### config.mk
export PLATFORM = sky130hd
export DESIGN_NAME = sat_counter
export DESIGN_NICKNAME = d
export VERILOG_FILES = /design/src/rtl/count_seq_checker_sat_counter.sv
export SDC_FILE = /design/constraint.sdc
export NUM_CORES = 1
export LEC_CHECK = 0
export BUFFER_PORTS_ARGS = -buffer_cell sky130_fd_sc_hd__buf_2
export CAP_MARGIN = 20
export CORE_AREA = 2 2 39 41
export DETAILED_ROUTE_END_ITERATION = 10
export DIE_AREA = 0 0 41 43
export SLEW_MARGIN = 30
export SYNTH_ARGS = -nofsm -noshare
export SYNTH_HDL_FRONTEND = slang
export SYNTH_SLANG_ARGS = --single-unit
### constraint.sdc
create_clock -name clk -period 1.9 [get_ports clk]
set_clock_uncertainty 0.1 [all_clocks]
set_input_delay 0.19 -clock clk [delete_from_list [all_inputs] [get_ports clk]]
set_output_delay 0.19 -clock clk [all_outputs]
set_load 0.01 [all_outputs]
### src/rtl/count_seq_checker_sat_counter.sv
// sat_counter: saturating incrementer with synchronous clear
module sat_counter #(
  parameter int W = 8
) (
  input  logic         clk,
  input  logic         rst,
  input  logic         clr,
  input  logic         inc,
  output logic [W-1:0] q
);
  always_ff @(posedge clk)
    q <= (rst || clr) ? '0 : (inc && !(&q)) ? q + W'(1) : q;
endmodule

; Word-level counts from Yosys, hierarchy flattened
; Cells that the tools add are included.
[word_totals]
ff_bits = 8
latch_bits = 0
ram_bits = 0
romBits = 0
in_bits = 4
output_inout_bits = 8
elab_cells = 6
mem_count = 0
[classes]
addsub = 1
multipliers = 0
div = 0
magnitude_cmp = 0
eq_ne = 0
n_shift = 0
n_mux = 0
n_bitwise = 0
reduce_logical = 4
[op_table]
columns = op, count
row1 = $add 8x1->8 const B, 1
row2 = $reduce_and 8->1, 1
row3 = $logic_and 1x1->1, 1
row4 = $logic_not 1->1, 1
row5 = $logic_or 1x1->1, 1

; Logic depth before layout (Yosys ltp)
; Gate-level depths: netlist of run 1.
[depth]
ltp_word = 3
mapped_depth = 4
mapped_depth_nobuf = 4

; Least setup slack after synthesis of run 1
; No wires, ideal clock.
[synth_timing]
path_type = flip-flop to flip-flop
from = register q[0]
to = register q[0]
setup_ns = 0.072
arrival_ns = 1.304
required_ns = 1.728
slack_ns = 0.424
stages_incl_launch_ff = 5
n_path_buf = 0
period_less_slack_ns = 1.476
path_cell_list = dfxtp_1 ha_1 and4_4 a21boi_0 mux2i_1
[synth_via]
elab_chain_len = 3
word_cells_on_any_way = 4
classes_between = add/sub (1) / reduce/logical (3)
[synth_rtl]
columns = element, line_no
row1 = start: declaration, 9  ; output logic [W-1:0] q
row2 = start signal: assignment, 12  ; q <= (rst || clr) ? '0 : (inc && !(&q)) ? q + W'(1) : q;
row3 = branches (longest 3 deep; another with $add 8x1->8), --
; Parallel ways; which one is timed is not known.
; A chain may end at the register's enable or synchronous reset.

; Worst setup path after layout of run 1
; Same ends and word-level chain as after synthesis.

==> impl_results.md, run 1 <==
* Maximum clock rate at 651.7 MHz
* Largest reg by FF count: q
* Gr usage total at 12.78%
* CTS Buffer Depth at 2
* Via count at 406
* CTS root buffer: clkbuf_4
* Peak supply drop at between 0.2 and 0.25 mV
* Nets at 65
* Setup bufs post-CTS at 0
* Slew @ Worst Pin at 457.7 ps
* Antenna Nets Post-Route at 0
* Max Cap Violations at 0
* Core area at 1384 um^2
* CP endpoint kind: register
* Pwr dens at between 600 and 700 nW/um^2
* Placed cell areas at 495.5 um^2
* Worst-skew pair later-pin latency at 260 ps
* Status: finished clean
* Fin util at 37.43%
* Flop-to-flop setup slack at roughly 370 ps
* Max reg flops at 8
* Largest net degree at the start of global routing at 10
* Initial Utilization at between 30 and 40%
* Worst Hold Class: in2reg
* Yosys cell types at 27
* Dpl hpwl at 663.3 um
* Reg-to-reg critical path endpoint: q[0]
* Setup CP Type: reg2reg
* Drt pass-1 iters at 4
* Cts repair resizes at 0
* Adder-cell share of the synthesized area at 2.976%
* FF+latch count, synth at 8
* Synthesized area per cell at 9.555 um^2
* Worst EP required at 1990 ps
* DP Cell Count at 71
* Pre-CTS WS at 365.7 ps
* Avg WL per Cell at 12.82 um
* Final instance area at 518.0 um^2
* I/O pins at 12
* Post-Syn Area at 420.4 um^2
* Hold Crit Endpoint: q[3]
* Largest family of logic cells by synthesized area: simple AND/OR/NAND/NOR gates
* Leakage at 0.2198 nW
* Fin Hold WS at 40.00 ps
* GP Congestion at 0.7087
* Number of clock sinks at 8
* Die area at 1763 um^2
* FF-to-FF path depth at 4
* WL final at ~950 um
* Area Overhead vs Synth at 23.21%
* First-pass GRT wire length at 1428 um
* Die Wd at 41 um
* Share of cells above drive strength 1 at about 34%
* Top Registers: q x8
* Final Hold Fails at 0
* Fin. max-slew vios at 0
* Vias in the first global route at 321
* Vias per inst at 5.486
* Setup TNS at 0 ps
* Period Utilization, post-route at 80.76%
* Post-synthesis mux area share at 7.143%
* Syn nets at about 50
* Initial antenna violation count at 0
* Post-Synth XOR/XNOR Area at 0%
* Critical path launch point type: register
* Hold path startpoint: rst
* Die Ht at ~43 um
* Initial detailed-routing violation count at 5
* Site Rows at 14
* Hold Buf Count CTS at 0
* Simple-gate share of the synthesized area at 29.46%
* Total design power at 0.3241 mW
* Overflow after GRT at 0
* Tmin final at 1534 ps
* Critical path fanouts, max at 5
* Relative slew slack at between 60% and 70%
* Reg2reg start: q[0]
* CTS buffer count at 3
* Worst setup margin at 365.6 ps
* Post-synthesis compound-gate area fraction at 21.43%
* CP arrival at 1630 ps
* Sequential-to-total area share from yosys stat at between 30% and 40%
* Post-Syn Instances at 44
* Non-filler instance count after layout at 74
* Synth warn at 0
* # DRC at 0
* CTS tree: yes
* Diodes inserted at 0
* Hold path depth at 2
* RSZ-0062 raised after global routing: false
* H-tree depth at 1
* I/O Buffers at 11
* Worst-path clk slew at roughly 60 ps
* Final setup viols at 0
-- how the worst max path moves through the flow --
stage | depth (start not counted) | endpoint | from
5_1_grt | 4 | q[0] | q[0]
2_1_floorplan | 4 | q[0] | q[0]
6_report | 4 | q[0] | q[0]
3_5_place_dp | 4 | q[0] | q[0]
4_1_cts | 4 | q[0] | q[0]
3_3_place_gp | 4 | q[1] | q[0]
-- cells by family after synthesis --
kind of cell,count (synthesis)
flops,8
simple gates,20
mux,3
buf+inv,1
compound gates,11
fa+ha+maj,1
-- cells in the mapped netlist --
cell type	instances	area (um^2)
nand2_1	5	18.77
a21boi_0	1	7.510
a211oi_1	1	7.510
or3_1	2	12.51
a21oi_1	2	10.01
nor4_1	1	6.260
and3_1	1	6.260
o21ai_0	1	5.000
and4_4	1	11.26
o21bai_1	1	7.510
a31oi_1	1	6.260
and4_1	1	8.760
a2111oi_2	1	15.01
and3_2	1	7.510
a211oi_2	1	12.51
nand4_1	2	12.51
nand4_2	1	12.51
a31o_2	1	8.760
nor2b_1	2	12.51
nand3_1	1	5.000
o311a_1	1	10.01
inv_1	1	3.750
ha_1	1	12.51
dfxtp_1	8	160.2
nor2_1	1	3.750
mux2i_1	3	30.03
nand2b_1	1	6.260
-- metal layers --
metal / track usage [%] / share of wire, %
met3: 6.283 / 6.2
met2: 16.25 / 46
met5: 0 / 0
met4: 10.00 / 3.1
met1: 15.53 / 45
-- placed cells by master, fill, tap and decap left out, types with 2 or more instances in the layout --
cell	n
a21oi_1	2
buf_2	11
clkbuf_4	3
dfxtp_1	8
mux2i_1	3
nand2_1	5
nand4_1	2
nor2b_1	2
or3_1	2
-- worst max-delay path: stages, from the launching register on --
cell,delay [ps]
dfxtp_1,340
ha_1,250
and4_4,220
a21boi_0,330
mux2i_1,220
-- power by group --
group          total (mW)  switching [mW]  internal [mW]
clock               0.136          0.0629         0.0726
sequential          0.171         0.00182          0.169
combinational      0.0174          0.0103        0.00711
-- layout make-up --
| cell class | count | area, um^2 |
|---|---|---|
| Clock buffer | 3 | 22.52 |
| Tap cell | 16 | 20.02 |
| Timing Repair Buffer | 11 | 55.05 |
| Multi-Input combinational cell | 35 | 256.5 |
| Sequential cell | 8 | 160.2 |
| Fill cell | 149 | 865.8 |
| Inverter | 1 | 3.754 |
Power figures use the tool's default switching activity.
==> run 2: changes to the inputs <==
- ABC_AREA: not set -> 1
- clock period: 1.9 -> 1.3 ns (I/O delays scaled with it)
==> run 2 against run 1 <==
Effect of this change: sequential share of layout area fell by 4.3 points; highest routed layer unchanged; final cell count is 46% higher; sequential power up 46%; synthesized area is 5.1% higher; core utilization is 8.8 points higher.
==> impl_results.md, run 2 <==
* Status: finished clean
* Drt pass-1 iters at 4
* First-pass GRT wire length at 1649 um
* Synthesized area per cell at 6.310 um^2
* CP dominant cell by count: nand2_2
* Area Overhead vs Synth at 44.76%
* Share of cells above drive strength 1 at 39.13%
* CTS tree: yes
* Critical path launch point type: register
* Final setup viols at 0
* Number of synthesized flops with an enable pin at 0
* Metal-1 WL at 510 um
* Yosys top cell area share at 36.26%
* Vias per inst at 4.741
* Core area at 1384 um^2
* Post-Syn Instances at 70
* Avg WL per Cell at roughly 10 um
* CTS Buffer Depth at 2
* Diodes inserted at 0
* Area leader, netlist: dfxtp_1
* Relative slew slack at 88.13%
* Number of clock sinks at 8
* Synth warn at 0
* Worst Hold Class: in2reg
* Tmin final at 1231 ps
* I/O Buffers at 11
* Post-Syn Area at 441.7 um^2
* Maximum clock rate at 812.6 MHz
* Gr usage total at 13.34%
* Total design power at 0.4864 mW
* Slew @ Worst Pin at 177.4 ps
* Syn nets at 75
* Initial antenna violation count at 0
* Synth Flop Type: dfxtp_1
* CP arrival at 1320 ps
* CP endpoint kind: register
* Nets at 99
* FF+latch count, synth at 8
* CTS buffer count at 3
* Worst stage delay on the critical path at about 370 ps
* H-tree depth at 1
* Most common cell after layout, fill and taps aside: nand2_1
* # DRC at 0
* Fin Hold WS at between 20 and 25 ps
* Vias in the first global route at 399
* Largest reg by FF count: q
* Via count at between 500 and 600
* Worst EP required at 1390 ps
* Max Cap Violations at 0
* Die Wd at around 41 um
* Pwr dens at ~760 nW/um^2
* Critical path fanouts, max at 5
* Met3 wire length at 76 um
* Die area at 1763 um^2
* Period Utilization, post-route at between 90% and 100%
* Top cells by count, synth: nand2_1, nor2_1, dfxtp_1, inv_1, a21oi_1
* Yosys cell types at 14
* Max reg flops at 8
* Leading cell types in the layout, fill and taps excluded: nand2_1, nor2_1, buf_2, inv_1, buf_4
* Initial detailed-routing violation count at 12
* WL final at 1080 um
* RSZ-0062 raised after global routing: true
* Overflow after GRT at 0
* Initial Utilization at roughly a third
* Final Hold Fails at 0
* Peak supply drop at ~0.47 mV
* Leakage at 0.3055 nW
* Fin. max-slew vios at 0
* Most frequent cell after synthesis: nand2_1
* Synth area leaders: dfxtp_1, nand2_1, nor2_1
* CP cell instances: ha_4 -> nand2_2 -> nor2_4 -> nand2_2 -> nand3b_1 -> nand2_1 -> nor2_1
* Worst-skew pair later-pin latency at 250 ps
* GP Congestion at 0.7460
* Met2 Routed Length at 466 um
* Setup CP Type: reg2reg
* CTS root buffer: clkbuf_4
* Largest net degree at the start of global routing at 11
* CP max stage cell: dfxtp_4
* Die Ht at 43 um
* DR top layer: met4
* Worst-path clk slew at 60 ps
* Antenna Nets Post-Route at 0
* I/O pins at 12
* Dpl hpwl at 718.4 um
* Async SR Flop Fraction at 0%
* Top Registers: q x8
* Hold Buf Count CTS at 0
* Site Rows at 14
* Sequential-to-total area share from yosys stat at 36.26%
run 2: layout make-up:
cell class / count / area, um^2
fill: 149 / 744.5
tap: 16 / 20.02
timing repair buffer: 19 / 115.1
sequential: 8 / 170.2
clock buffer: 3 / 22.52
inverter: 8 / 30.03
multi-input combinational: 54 / 281.5
run 2: repair_timing:
item                                   CTS  global route
endpoints found under the hold margin    0             0
resized for setup                        0            14
setup endpoints to repair                0             8
setup buffers                            0             2
run 2: worst paths after layout:
check | startpoint | endpoint | slack (ps) | cells past startpoint
worst max register to register | q[0] | q[1] | 70 | 7
worst max-delay path | q[0] | q[1] | 70 | 7
worst min register to register | q[1] | q[1] | 420 | 2
worst min-delay path | clr | q[2] | 20 | 4
run 2: cell families (layout without fill, tap and decap cells):
logic type	Yosys count	after routing	synth area share (%)
simple gates	44	45	42.49
buf+inv	9	30	9.349
compound gates	8	8	9.066
flops	8	8	36.26
fa+ha+maj	1	1	2.832
run 2: power by group:
part | internal (mW) | switching [mW] | total, mW
Combinational | 0.0187 | 0.0197 | 0.0385
Sequential | 0.246 | 0.00434 | 0.250
Clock | 0.106 | 0.0916 | 0.198
run 2: through the flow:
stage	util, %	setup WS [ps]	std cells	cell area (um^2)	setup TNS (ps)
floorplan	-	43.10	70	444.2	0
global placement	39.96	60.31	102	553.0	0
detailed placement	39.96	17.94	102	553.0	0
CTS	41.59	6.093	105	575.6	0
global route	46.20	-6.245	108	639.4	-6.245
finish	46.20	69.37	108	639.4	0
run 2: worst max-delay path: cells and delay by family (launching register included):
family	cells	cell delay (ps)
flops	1	370
simple gates	6	560
fa+ha+maj	1	140
run 2: layer usage:
metal / global-route usage, % / vias up
met3: 6.283 / 4
met2: 16.88 / 20
li1: - / 272
met1: 20.51 / 216
met5: 0 / -
met4: 2.000 / 0
